**src/rtl/fifo_rd_stream_pkg.sv**
```systemverilog
// Shared types and sizing helpers for the fifo_rd_stream drain stage.
package fifo_rd_stream_pkg;

    localparam int unsigned BUF_DEPTH = 2;
    localparam int unsigned BUF_IDX_W = 1;
    localparam int unsigned STAT_W    = 32;

    typedef logic [1:0] occ_t;

    // Beat counter width: clog2(pkt_len), never narrower than one bit.
    function automatic int unsigned beat_width(input int unsigned pkt_len);
        return (pkt_len > 1) ? unsigned'($clog2(pkt_len)) : 1;
    endfunction

endpackage

```
**src/rtl/stream_skid_buf.sv**
```systemverilog
// Two-entry skid buffer: head/tail ring with occupancy, presenting the head
// entry on a valid/ready stream.
module stream_skid_buf
    import fifo_rd_stream_pkg::*;
#(
    parameter int unsigned DATA_WIDTH = 32
) (
    input  logic                  clk,
    input  logic                  rst_n,
    input  logic                  flush,
    input  logic                  push,
    input  logic [DATA_WIDTH-1:0] push_data,
    input  logic                  push_last,
    output logic [DATA_WIDTH-1:0] out_data,
    output logic                  out_valid,
    output logic                  out_last,
    input  logic                  out_ready,
    output occ_t                  occ,
    output logic                  accept_c
);

    typedef struct packed {
        logic [DATA_WIDTH-1:0] data;
        logic                  last_hint;
    } entry_t;

    entry_t                 mem_q [BUF_DEPTH];
    entry_t                 mem_d [BUF_DEPTH];
    logic [BUF_IDX_W-1:0]   head_q, head_d;
    logic [BUF_IDX_W-1:0]   tail_q, tail_d;
    occ_t                   occ_q, occ_d;

    // Ring update; flush empties the ring without touching stored words.
    always_comb begin
        mem_d    = mem_q;
        head_d   = head_q;
        tail_d   = tail_q;
        occ_d    = occ_q;
        accept_c = (occ_q != '0) && out_ready;
        if (flush) begin
            head_d = '0;
            tail_d = '0;
            occ_d  = '0;
        end else begin
            if (push) begin
                mem_d[tail_q].data      = push_data;
                mem_d[tail_q].last_hint = push_last;
                tail_d                  = tail_q + BUF_IDX_W'(1);
            end
            if (accept_c) begin
                head_d = head_q + BUF_IDX_W'(1);
            end
            occ_d = occ_q + occ_t'(push) - occ_t'(accept_c);
        end
    end

    always_ff @(posedge clk or negedge rst_n) begin
        if (!rst_n) begin
            mem_q  <= '{default: '0};
            head_q <= '0;
            tail_q <= '0;
            occ_q  <= '0;
        end else begin
            mem_q  <= mem_d;
            head_q <= head_d;
            tail_q <= tail_d;
            occ_q  <= occ_d;
        end
    end

    assign out_data  = mem_q[head_q].data;
    assign out_valid = (occ_q != '0);
    assign out_last  = out_valid && mem_q[head_q].last_hint;
    assign occ       = occ_q;

endmodule

```
**src/rtl/fifo_rd_stream.sv**
```systemverilog
// Read-side drain stage behind async_fifo: pop rule, stale-pop guard, packet
// framing. Define FIFO_RD_STREAM_STATS_EN to add beat/stall counters.
module fifo_rd_stream
    import fifo_rd_stream_pkg::*;
#(
    parameter int unsigned DATA_WIDTH = 32,
    parameter int unsigned PKT_LEN    = 8
) (
    input  logic                  clk,
    input  logic                  reset_n,
    input  logic [DATA_WIDTH-1:0] fifo_data,
    input  logic                  fifo_empty,
    input  logic                  fifo_almost_empty,
    output logic                  fifo_rd_en,
    input  logic                  flush,
    output logic [DATA_WIDTH-1:0] out_data,
    output logic                  out_valid,
    input  logic                  out_ready,
    output logic                  out_last
`ifdef FIFO_RD_STREAM_STATS_EN
    ,
    output logic [STAT_W-1:0]     beat_count,
    output logic [STAT_W-1:0]     stall_count
`endif
);

    localparam int unsigned       BEAT_W    = beat_width(PKT_LEN);
    localparam logic [BEAT_W-1:0] BEAT_LAST = BEAT_W'(PKT_LEN - 1);

    logic              run_q, run_d;
    logic              guard_q, guard_d;
    logic [BEAT_W-1:0] beat_q, beat_d, beat_next;
    logic              push_last;
    logic              accept_c;
    occ_t              occ;

    // Pop only from registered state and FIFO flags; out_ready never reaches rd_en.
    always_comb begin
        run_d      = 1'b1;
        fifo_rd_en = run_q && !fifo_empty && !guard_q
                     && (occ < occ_t'(BUF_DEPTH)) && !flush;
        guard_d    = fifo_rd_en && fifo_almost_empty;
        beat_next  = (beat_q == BEAT_LAST) ? '0 : beat_q + BEAT_W'(1);
        beat_d     = beat_q;
        if (flush) begin
            beat_d = '0;
        end else if (accept_c) begin
            beat_d = beat_next;
        end
        // Tail word sits occ beats behind the head, and occ is at most 1 on a pop.
        push_last = (occ == '0) ? (beat_q == BEAT_LAST) : (beat_next == BEAT_LAST);
    end

    always_ff @(posedge clk or negedge reset_n) begin
        if (!reset_n) begin
            run_q   <= 1'b0;
            guard_q <= 1'b0;
            beat_q  <= '0;
        end else begin
            run_q   <= run_d;
            guard_q <= guard_d;
            beat_q  <= beat_d;
        end
    end

    stream_skid_buf #(
        .DATA_WIDTH (DATA_WIDTH)
    ) u_skid (
        .clk       (clk),
        .rst_n     (reset_n),
        .flush     (flush),
        .push      (fifo_rd_en),
        .push_data (fifo_data),
        .push_last (push_last),
        .out_data  (out_data),
        .out_valid (out_valid),
        .out_last  (out_last),
        .out_ready (out_ready),
        .occ       (occ),
        .accept_c  (accept_c)
    );

`ifdef FIFO_RD_STREAM_STATS_EN
    logic [STAT_W-1:0] beat_count_q, beat_count_d;
    logic [STAT_W-1:0] stall_count_q, stall_count_d;

    // Saturating counters; flush deliberately leaves them alone.
    always_comb begin
        beat_count_d  = beat_count_q;
        stall_count_d = stall_count_q;
        if (accept_c && (beat_count_q != '1)) begin
            beat_count_d = beat_count_q + STAT_W'(1);
        end
        if (out_valid && !out_ready && (stall_count_q != '1)) begin
            stall_count_d = stall_count_q + STAT_W'(1);
        end
    end

    always_ff @(posedge clk or negedge reset_n) begin
        if (!reset_n) begin
            beat_count_q  <= '0;
            stall_count_q <= '0;
        end else begin
            beat_count_q  <= beat_count_d;
            stall_count_q <= stall_count_d;
        end
    end

    assign beat_count  = beat_count_q;
    assign stall_count = stall_count_q;
`endif

endmodule

```
**config.mk**
```make
export PLATFORM = sky130hd
export DESIGN_NAME = fifo_rd_stream
export DESIGN_NICKNAME = d
export VERILOG_FILES = /design/src/rtl/fifo_rd_stream_pkg.sv /design/src/rtl/stream_skid_buf.sv /design/src/rtl/fifo_rd_stream.sv
export SDC_FILE = /design/constraint.sdc
export NUM_CORES = 1
export LEC_CHECK = 0
export CAP_MARGIN = 20
export CORE_MARGIN = 4
export CORE_UTILIZATION = 40
export DETAILED_ROUTE_END_ITERATION = 16
export DONT_BUFFER_PORTS = 1
export GPL_ROUTABILITY_DRIVEN = 0
export SLEW_MARGIN = 15
export SYNTH_ARGS = -nofsm -noshare
export SYNTH_HDL_FRONTEND = slang
export SYNTH_SLANG_ARGS = --single-unit
```
**constraint.sdc**
```tcl
create_clock -name clk -period 2.6 [get_ports clk]
set_input_delay 0.52 -clock clk [delete_from_list [all_inputs] [get_ports clk]]
set_output_delay 0.52 -clock clk [all_outputs]
set_load 0.01 [all_outputs]
```
## Word-level counts from Yosys, hierarchy flattened

Cells that the tools add are included.

- Logic and storage cells: 58
- Input bits: 38
- Output and inout port bits: 35
- Register bits after elaboration: 75

- $add $sub $neg: 5
- Equality and inequality tests: 2
- Mux-type cells: 18
- Reductions and logical operators: 16
- Bitwise gates (word level): 3
- $lt $le $gt $ge: 4

Operators by type and width:

| operator | count |
|---|---|
| $bwmux 66 | 2 |
| $mux 33 | 4 |
| $demux 33 s1 | 2 |
| $mux 3 | 3 |
| $logic_and 1x1->1 | 8 |
| $eq 3x3->1 const B | 2 |
| $mux 1 | 6 |
| $reduce_bool 2->1 | 3 |
| $ge 2x2->1 const B | 2 |
| $not 1->2 | 2 |
| $add 3x1->3 const B | 1 |
| $logic_not 1->1 | 3 |
| $add 1x1->1 const B | 2 |
| $add 2x1->2 | 1 |
| $logic_not 2->1 | 1 |
| $lt 2x1->1 const B | 1 |
| $lt 2x2->1 const B | 1 |
| $mux 2 | 1 |
| $reduce_and 2->1 | 1 |
| $sub 2x1->2 | 1 |
| $not 1->1 | 1 |

## Depth between registers and ports, before layout

Gate-level depths: netlist of the first run.

- Word-level depth: 8
- Gate-level depth with buffers: 8
- Mapped depth without buffers: 7

## By module

A second synthesis of the first run with hierarchy kept.

- Cells, all modules: 220
- Area total of the unflattened synthesis: 3350.7 um^2

By module, submodules not included:

| module | instances | area each (um^2) | sequential area each (um^2) | cells each |
|---|---|---|---|---|
| stream_skid_buf | 1 | 3083.0 | 1751.7 | 197 |
| fifo_rd_stream | 1 | 267.8 | 125.1 | 23 |

## Least setup slack after synthesis of the first run

No wires, ideal clock.

- Kind: input-to-reg
- Start point: in fifo_empty
- End point: reg u_skid.mem_q[10] in the netlist's numbering
- Arrival: 2.014 ns
- Library setup time: 0.125 ns
- Slack: 0.461 ns
- Required time: 2.475 ns
- Path buffers: 2
- Stages: 5
- Cells stage by stage: or3b_4 -> or4b_4 -> buf_6 -> buf_12 -> mux2_4

- Longest elaborated chain between the ends: 6

RTL lines:

| element | RTL line | RTL |
|---|---|---|
| from (decl) | fifo_rd_stream.sv:12 | `input logic fifo_empty,` |
| $logic_not 1->1 | fifo_rd_stream.sv:40 | `fifo_rd_en = run_q && !fifo_empty && !guard_q` |
| $logic_and 1x1->1 (2 in a row) | fifo_rd_stream.sv:40 |  |
| $logic_and 1x1->1 (2 in a row) | fifo_rd_stream.sv:41 | `&& (occ < occ_t'(BUF_DEPTH)) && !flush;` |
| $reduce_and 2->1 (no source line) | - |  |
| to (signal assigned) | stream_skid_buf.sv:64 | `mem_q <= mem_d;` |
| to (decl) | stream_skid_buf.sv:27 | `entry_t mem_q [BUF_DEPTH];` |

Every way passes these cells.
A chain may end at the register's enable or synchronous reset.

## Worst setup path after layout of the first run

- Start point: reg guard_q
- End point: out fifo_rd_en

- Longest elaborated chain between the ends: 4

RTL lines:

| element | RTL line | RTL |
|---|---|---|
| from (decl) | fifo_rd_stream.sv:31 | `logic guard_q, guard_d;` |
| from (signal assigned) | fifo_rd_stream.sv:61 | `guard_q <= guard_d;` |
| $logic_not 1->1 | fifo_rd_stream.sv:40 |  |
| $logic_and 1x1->1 | fifo_rd_stream.sv:40 |  |
| $logic_and 1x1->1 (2 in a row) | fifo_rd_stream.sv:41 |  |
| to (decl) | fifo_rd_stream.sv:14 | `output logic fifo_rd_en,` |

Every way passes these cells.

==> summary.md, run 1 <==
| Metric | Value |
|---|---|
| Status | complete, no violations |
| Fillers | 753 |
| Final setup violation count | 0 |
| Critical path required time | 2.08 ns |
| Switching Share | 31.4% |
| Hold_ws | 0.0739 ns |
| Primary FF master, synth | dfrtp_1 |
| Starting Density | 41.6% |
| Max Slew Vio Count | 0 |
| Top layer in use | met4 |
| Die W | 101 µm |
| Multi-input logic area | 1470 µm² |
| Post-synth top area share | 54.2% |
| HPWL Detailed | 3.90 mm |
| Initial antenna violation count | 0 |
| Antenna Diode Count | 0 |
| Rows | 33 |
| Share of layout cells above drive strength 1 | 53.6% |
| Comb pwr share | 36.2% |
| Post-DP Area | 3540 µm² |
| Inst Count DP | 321 |
| Top cell type by total area after synthesis | dfrtp_1 |
| Critical Path AT | 1.61 ns |
| Syn nets | 265 |
| Min-delay worst type | input port to asynchronous set/reset pin |
| Crit-path slowest cell | nor3_1 |
| Area of the core | 8340 µm² |
| RSZ-0062 raised after global routing | no |
| Count leader, synth | dfrtp_1 |
| Post-Syn Area | 3470 µm² |
| Number of global-route vias before repair | 1951 |
| Maximum VDD drop | 0.348 mV |
| Psw | 1290 µW |
| Vias per inst | 5.19 |
| P&R area growth vs syn | 7.62% |
| Post-synth top cells | dfrtp_1 (75), mux2_2 (69), mux2_4 (30), nor2_1 (5) |
| Worst-path fanout max | 5 |
| CP top delay family | simple AND/OR/NAND/NOR gates |
| Ys Warns | 0 |
| Synthesized instance count | 223 |
| Global-route wire length before repair | 9.98 mm |
| Htree depth | 3 |
| Number of buffers created by CTS | 9 |
| IO Port Bufs | 0 |
| Avg Cell Area, Syn | 15.5 µm² |
| Crit. End Element | primary output |
| Remaining DRCs | 0 |
| Antenna Nets Post-Route | 0 |
| Pin count of the biggest net entering global routing | 76 |
| Flop pwr share | 45.6% |
| Period minus WS final | 2.13 ns |
| CTS tree | yes |
| Final Cell Area | 3730 µm² |
| Max stage delay on crit path | 0.51 ns |
| DRT met1 WL | 2.82 mm |
| Die extent in y | 101 µm |
| Synth cell types | 28 |
| Clock Pin Slew Worst Setup and Hold Paths | 0.07 ns |
| CP Class | register to primary output |
| Sequential cell area | 1880 µm² |
| Setup_tns | 0 ns |
| Buf/Inv on CP | 0 |
| Worst rel slew slack | 57.6% |
| Worst Clk Skew | 0.00956 ns |
| Gr usage total | 12.6% |
| Clock Sinks | 75 |
| Final hold vios | 0 |
| Nets | 270 |
| FF+latch count, synth | 75 |
| Final WL | 5.97 mm |
| Initial DRC count | 29 |
| Detailed Routing Iterations Pass 1 | 5 |
| Maxcap violations | 0 |
| Critical path cell sequence | or3b_4 > nor3_1 |
| Slew @ Worst Pin | 0.631 ns |
| Vias post-DR | 1755 |
| Die ar. | 10200 µm² |
| Total Power | 4100 µW |
| Finished Layout Cells | 338 |
| Post-cts resize count | 0 |
| Crit. Startpoint | guard_q |
| Clock Tree Root | clkbuf_8 |
| Int Pwr | 2810 µW |
| Top cells by area, synth | dfrtp_1 (54%), mux2_2 (22%), mux2_4 (13%), buf_12 (1.7%), ha_1 (1.4%) |
| Clock tree buffer depth | 2 |
| Startpoint Class | register |
| Clk pwr share | 18.2% |
| Routed met2 length | 2.54 mm |
| Fmax | 470 MHz |
| Fin crit share | 81.8% |
| EDFF count, synth | 0 |
| Congestion Overflow GR | 0 |
| WL met3 | 511 µm |
| Reg2reg start | guard_q |
| Post-synthesis async set-or-reset flop share | 100% |
| IO Count | 73 |
| Sequential fraction of the synthesis area | 54.2% |
| Power per Cell Area | 1100 nW/µm² |
| Wire per inst | 17.7 µm |
| Clock latency on the worst-skew pair | 0.34 ns |
| P_leak | 0.00176 µW |
[final timing paths]
check                                         to  slack [ns]  cells past startpoint
min in group clk                       beat_q[1]        0.24                      1
worst max register to register   u_skid.mem_q[3]        0.59                      4
max in group asynchronous        u_skid.mem_q[3]        2.23                      1
worst max-delay path                  fifo_rd_en        0.47                      2
worst min-delay path            u_skid.mem_q[53]        0.07                      1
worst min register to register  u_skid.mem_q[40]        0.50                      1
[kinds of logic (layout without fill, tap and decap cells)]
| group | after synthesis | in the layout | share of synthesized area [%] |
|---|---|---|---|
| xor gates and xnor gates | 3 | 3 | 0.758 |
| buffers and inverters | 17 | 27 | 3.57 |
| adders and majority gates | 4 | 4 | 1.44 |
| other | 1 | 1 | 0.108 |
| and+or+nand+nor | 17 | 17 | 3.25 |
| muxes | 101 | 101 | 36.0 |
| AOI/OAI and AO/OA | 5 | 5 | 0.722 |
| DFF | 75 | 75 | 54.2 |
[layer usage]
metal	global-route usage, %	vias to the layer above
met5	0	-
met4	5.52	0
met3	4.64	10
met2	18.2	62
met1	17.0	894
li1	-	789
[through the flow]
| stage | setup WS (ns) | util, % |
|---|---|---|
| finish | 0.474 | 44.7 |
| global route | 0.382 | 44.7 |
| floorplan | 0.461 | - |
| detailed placement | 0.407 | 42.5 |
| global placement | 0.428 | 42.5 |
| CTS | 0.449 | 44.7 |
[cell type report]
type                    instances  share of cell area [%]
clock inverters                 6                   0.872
well taps                     105                    3.52
flip-flops and latches         75                    50.3
clock buffers                  10                    3.42
repair buffers                  7                    1.95
inverters                       4                   0.403
multi-input cells             131                    39.5
[timing repair]
item                      CTS  global route
setup buffers               0             0
hold endpoints to repair   75             0
hold buffers                1             0
[flip-flops by register name (all words and copies together), names as in the netlist]
signal / flops
u_skid.head_q: 1
beat_q: 3
u_skid.tail_q: 1
guard_q: 1
run_q: 1
u_skid.occ: 2
u_skid.mem_q: 66
[cells in the final DEF (no fill, tap or decap), types with 2 or more instances in the layout]
| cell type | count |
|---|---|
| nand2_1 | 2 |
| inv_1 | 4 |
| clkinv_2 | 5 |
| mux2_2 | 69 |
| a21oi_1 | 3 |
| buf_4 | 6 |
| mux2i_1 | 2 |
| clkbuf_8 | 9 |
| dfrtp_1 | 75 |
| mux2_4 | 30 |
| xor2_1 | 2 |
| or3_1 | 2 |
| nor2_1 | 5 |
| ha_1 | 4 |
[power groups by stage]
stage | clock (µW) | combinational, µW | sequential [µW]
2_1_floorplan | 0 | 1320 | 1800
3_3_place_gp | 0 | 1460 | 1880
3_5_place_dp | 0 | 1480 | 1890
4_1_cts | 788 | 1520 | 1870
5_1_grt | 844 | 1610 | 1930
6_report | 745 | 1480 | 1870
No activity file was read; power rests on OpenSTA's default activity.
==> run 2, diff against run 1 <==
==> constraint.sdc (replaced) <==
create_clock -name clk -period 2.22 [get_ports clk]
set_input_delay 0.444 -clock clk [delete_from_list [all_inputs] [get_ports clk]]
set_output_delay 0.444 -clock clk [all_outputs]
set_load 0.01 [all_outputs]
==> run 2 against run 1 <==
Core utilization up 1.1 points; non-clock buffer count up 4; sequential share of layout area down 1.2 points; register-to-register slack worse by 0.35 ns; via count up 0.40%.
==> summary.md, run 2 (same netlist as run 1, synthesis figures left out) <==
| Metric | Value |
|---|---|
| DRT met1 WL | 2.77 mm |
| Max stage delay on crit path | 0.56 ns |
| Clock Sinks | 75 |
| Maxcap violations | 0 |
| Htree depth | 3 |
| Global-route wire length before repair | 10.2 mm |
| Final Util | 45.8% |
| P&R area growth vs syn | 10.3% |
| IO Port Bufs | 0 |
| IO Count | 73 |
| Antenna Diode Count | 0 |
| Final worst slack | 0.245 ns |
| Post-cts resize count | 0 |
| Power per Cell Area | 1330 nW/µm² |
| Hold_ws | 0.168 ns |
| Die extent in y | 101 µm |
| Initial antenna violation count | 0 |
| Slew @ Worst Pin | 0.491 ns |
| Antenna Nets Post-Route | 0 |
| Max Slew Vio Count | 0 |
| Most frequent cells in the layout | dfrtp_1 (75), mux2_2 (69), mux2_4 (30), clkbuf_8 (9), buf_4 (8) |
| Clock Tree Root | clkbuf_8 |
| Wire per inst | 18.3 µm |
| Die W | 101 µm |
| Vias post-DR | 1762 |
| Gr usage total | 13.0% |
| WL met3 | 547 µm |
| Nets | 274 |
| Crit. End Element | register |
| Setup WS pre-CTS | 0.132 ns |
| Critical path cell sequence | or3b_4 > or4b_4 > buf_4 > mux2_4 |
| Critical Path AT | 2.19 ns |
| Routed met2 length | 2.83 mm |
| Detailed Routing Iterations Pass 1 | 4 |
| Worst Clk Skew | 0.0103 ns |
| Clock Pin Slew Worst Setup and Hold Paths | 0.07 ns |
| Congestion Overflow GR | 0 |
| Final setup violation count | 0 |
| Fmax | 506 MHz |
| Vias per inst | 5.15 |
| Starting Density | 41.6% |
| Number of buffers created by CTS | 9 |
| Maximum VDD drop | 0.489 mV |
| Fin crit share | 89.0% |
| Remaining DRCs | 0 |
| Die ar. | 10200 µm² |
| Final hold vios | 0 |
| Share of layout cells above drive strength 1 | 53.6% |
| Buf/Inv on CP | 1 |
| Worst rel slew slack | 67.1% |
| CP top delay family | simple AND/OR/NAND/NOR gates |
| Final WL | 6.25 mm |
| Setup_tns | 0 ns |
| HPWL Detailed | 4.02 mm |
| Clock tree buffer depth | 2 |
| Period minus WS final | 1.98 ns |
| Pin count of the biggest net entering global routing | 76 |
| Crit-path slowest cell | or4b_4 |
| Reg with most FFs | u_skid.mem_q |
| Top layer in use | met4 |
| Number of global-route vias before repair | 1977 |
| Min-delay worst type | input port to register |
| RSZ-0062 raised after global routing | no |
| CTS tree | yes |
| Status | complete, no violations |
| Clock latency on the worst-skew pair | 0.34 ns |
| Worst-path fanout max | 10 |
| Largest register FFs | 66 |
| Initial DRC count | 40 |
| Area of the core | 8340 µm² |
| Critical path required time | 2.43 ns |
| P_leak | 0.00180 µW |
| Rows | 33 |
| Most frequent standard cell in the layout excluding fill and tap cells | dfrtp_1 |
| Startpoint Class | register |
| Fillers | 750 |
| CP Class | register to register |
run 2: power breakdown:
part	total (µW)	leakage [µW]	internal [µW]	switching (µW)
combinational	1790	0.000757	1010	779
sequential	2180	0.000942	1910	272
clock	1120	0.000103	631	490
run 2: stage by stage:
stage                     std cells  total power [µW]  instance area (µm²)
after detailed placement        324              3980                 3580
final                           342              5090                 3820
after CTS                       342              5170                 3820
after global routing            342              5400                 3820
after global placement          324              3930                 3580
after floorplan                 223              3660                 3470
run 2: worst paths after layout:
check	from	endpoint	slack [ns]	cells after the start
max	guard_q	u_skid.mem_q[28]	0.24	4
min in group asynchronous	reset_n	u_skid.mem_q[49]	0.63	2
min	flush	u_skid.tail_q	0.17	1
min reg2reg	u_skid.mem_q[56]	u_skid.mem_q[56]	0.50	1
max reg2reg	guard_q	u_skid.mem_q[28]	0.24	4
max in group asynchronous	reset_n	u_skid.mem_q[32]	1.24	2
run 2: cell type report:
class	count	area [µm²]	area share (%)
Sequential cell	75	1880	49.1
Multi-Input combinational cell	131	1470	38.5
Clock buffer	11	131	3.44
Tap cell	105	131	3.44
Timing Repair Buffer	11	118	3.08
Clock inverter	5	77.6	2.03
Inverter	4	15.0	0.393
run 2: per-layer routing:
layer | track usage [%] | vias up
li1 | - | 801
met1 | 16.6 | 898
met2 | 20.0 | 54
met3 | 4.64 | 9
met4 | 5.21 | 0
met5 | 0 | -
run 2: worst reg2reg max path: cells and delay by family, from the launching register on:
| kind | cells | cell delay [ns] |
|---|---|---|
| buf+inv | 1 | 0.22 |
| flops | 1 | 0.36 |
| mux | 1 | 0.31 |
| simple gates | 2 | 0.98 |
run 2: what timing repair did:
action,4_1_cts,5_1_grt
setup buffers,0,0
hold buffers,2,0
endpoints found under the hold margin,75,0
==> run 3, diff against run 2 <==
--- a/config.mk
+++ b/config.mk
@@ -11,6 +11,7 @@
 export DETAILED_ROUTE_END_ITERATION = 16
 export DONT_BUFFER_PORTS = 1
 export GPL_ROUTABILITY_DRIVEN = 0
+export SKIP_CTS_REPAIR_TIMING = 1
 export SLEW_MARGIN = 15
 export SYNTH_ARGS = -nofsm -noshare
 export SYNTH_HDL_FRONTEND = slang
==> run 3 against run 2 <==
Sequential share of layout area is the same; critical path depth is the same; sequential power is essentially flat; via count is essentially flat; combinational power is essentially flat; cell count is the same; hold slack is essentially flat; core utilization is the same; final area is the same; largest power group unchanged; non-clock buffer count is the same.
==> summary.md, run 3 (same netlist as run 1, synthesis figures left out) <==
| Metric | Value |
|---|---|
| Remaining DRCs | 0 |
| Period minus WS final | 1.97 ns |
| Max Slew Vio Count | 0 |
| Worst-path fanout max | 10 |
| IO Count | 73 |
| Hold_ws | 0.168 ns |
| P&R area growth vs syn | 10.3% |
| Clock Sinks | 75 |
| Fin crit share | 88.9% |
| Global-route wire length before repair | 10.2 mm |
| Worst rel slew slack | 67.1% |
| CTS tree | yes |
| Most frequent standard cell in the layout excluding fill and tap cells | dfrtp_1 |
| Clock Pin Slew Worst Setup and Hold Paths | 0.07 ns |
| RSZ-0062 raised after global routing | no |
| Die W | 101 µm |
| HPWL Detailed | 4.02 mm |
| CP Class | register to register |
| P_leak | 0.00180 µW |
| Htree depth | 3 |
| Post-DP Area | 3580 µm² |
| Gr usage total | 12.9% |
| Worst R2R Setup Slack | 0.25 ns |
| Critical path cell sequence | or3b_4 > or4b_4 > buf_4 > mux2_4 |
| Maxcap violations | 0 |
| IO Port Bufs | 0 |
| Comb pwr share | 35.2% |
| Max stage delay on crit path | 0.56 ns |
| Starting Density | 41.6% |
| Final setup violation count | 0 |
| Final Cell Area | 3820 µm² |
| Antenna Nets Post-Route | 0 |
| Crit Reg-Reg Endpoint | u_skid.mem_q[28] |
| Critical Path AT | 2.19 ns |
| Number of global-route vias before repair | 1954 |
| Number of buffers created by CTS | 9 |
| Antenna Diode Count | 0 |
| Reg with most FFs | u_skid.mem_q |
| Sequential cell area | 1880 µm² |
| WHS Endpoint | u_skid.tail_q |
| Vias per inst | 5.15 |
| Initial DRC count | 39 |
| Inst Count DP | 324 |
| Final WL | 6.23 mm |
| Detailed Routing Iterations Pass 1 | 4 |
| Finished Layout Cells | 342 |
| Hold Startpoint | flush |
| Total Power | 5090 µW |
| Area of the core | 8340 µm² |
| Die extent in y | 101 µm |
| Crit. End Element | register |
| Initial antenna violation count | 0 |
| Rows | 33 |
| Hold Crit Depth | 1 |
| Int Pwr | 3550 µW |
| Worst Clk Skew | 0.00783 ns |
| Slew @ Worst Pin | 0.491 ns |
| Congestion Overflow GR | 0 |
| Vias post-DR | 1763 |
| Setup_tns | 0 ns |
| Psw | 1540 µW |
| Crit-path slowest cell | or4b_4 |
| Final hold vios | 0 |
| Most frequent cells in the layout | dfrtp_1 (75), mux2_2 (69), mux2_4 (30), clkbuf_8 (9), buf_4 (8) |
| Largest register FFs | 66 |
| Nets | 274 |
| Critical path required time | 2.43 ns |
| Fillers | 750 |
| Maximum VDD drop | 0.489 mV |
| Die ar. | 10200 µm² |
| Clock tree buffer depth | 2 |
| Reg2reg start | guard_q |
| Multi-input logic area | 1470 µm² |
| Share of layout cells above drive strength 1 | 53.6% |
| Clk pwr share | 22.0% |
| Wire per inst | 18.2 µm |
| Power per Cell Area | 1330 nW/µm² |
| Clock latency on the worst-skew pair | 0.33 ns |
| Worst R2R Path Depth | 4 |
| Min-delay worst type | input port to register |
| Fmax | 506 MHz |
| Startpoint Class | register |
| Switching Share | 30.3% |
| Flop pwr share | 42.9% |
| Clock Tree Root | clkbuf_8 |
| Pin count of the biggest net entering global routing | 76 |
| Status | complete, no violations |
==> run 3: worst max-delay path by stage <==
stage | slack [ns] | to | depth (start not counted) | startpoint
finish | 0.25 | u_skid.mem_q[28] | 4 | guard_q
global route | 0.21 | u_skid.mem_q[28] | 4 | guard_q
CTS | 0.24 | u_skid.mem_q[28] | 4 | guard_q
detailed placement | 0.13 | u_skid.mem_q[29] | 4 | fifo_empty
global placement | 0.14 | u_skid.mem_q[26] | 4 | fifo_empty
floorplan | 0.16 | u_skid.mem_q[10] | 5 | fifo_empty
==> run 3: area by class of cell <==
class | instances | area share (%)
Clock inverter | 5 | 2.03
Multi-Input combinational cell | 131 | 38.5
Inverter | 4 | 0.393
Timing Repair Buffer | 11 | 3.08
Clock buffer | 11 | 3.44
Tap cell | 105 | 3.44
Sequential cell | 75 | 49.1
==> run 3: through the flow <==
step           utilization [%]  setup WS (ns)
2_1_floorplan                -          0.157
6_report                  45.8          0.245
4_1_cts                   45.4          0.235
5_1_grt                   45.8          0.209
3_5_place_dp              42.9          0.132
3_3_place_gp              42.9          0.145
==> run 3: routing by layer <==
metal  wire, µm  share of wire (%)  vias up  track usage, %
li1           -                  -      800               -
met1       2740                 44      900            16.4
met2       2850                 46       54            19.9
met3        545                8.8        9            4.57
met4         95                1.5        0            5.21
met5          0                  0        -               0
==> run 3: power groups by stage <==
stage	combinational, µW	clock, µW	sequential (µW)
floorplan	1550	0	2110
global placement	1750	0	2180
detailed placement	1780	0	2200
CTS	1790	1170	2180
global route	1950	1210	2250
finish	1790	1120	2180
==> run 3: worst max-delay path: cells and delay by family, from the launching register on <==
kind                   cells  cell delay [ns]
multiplexers               1             0.31
AND/OR/NAND/NOR            2             0.97
buffers and inverters      1             0.22
flip-flops                 1             0.36
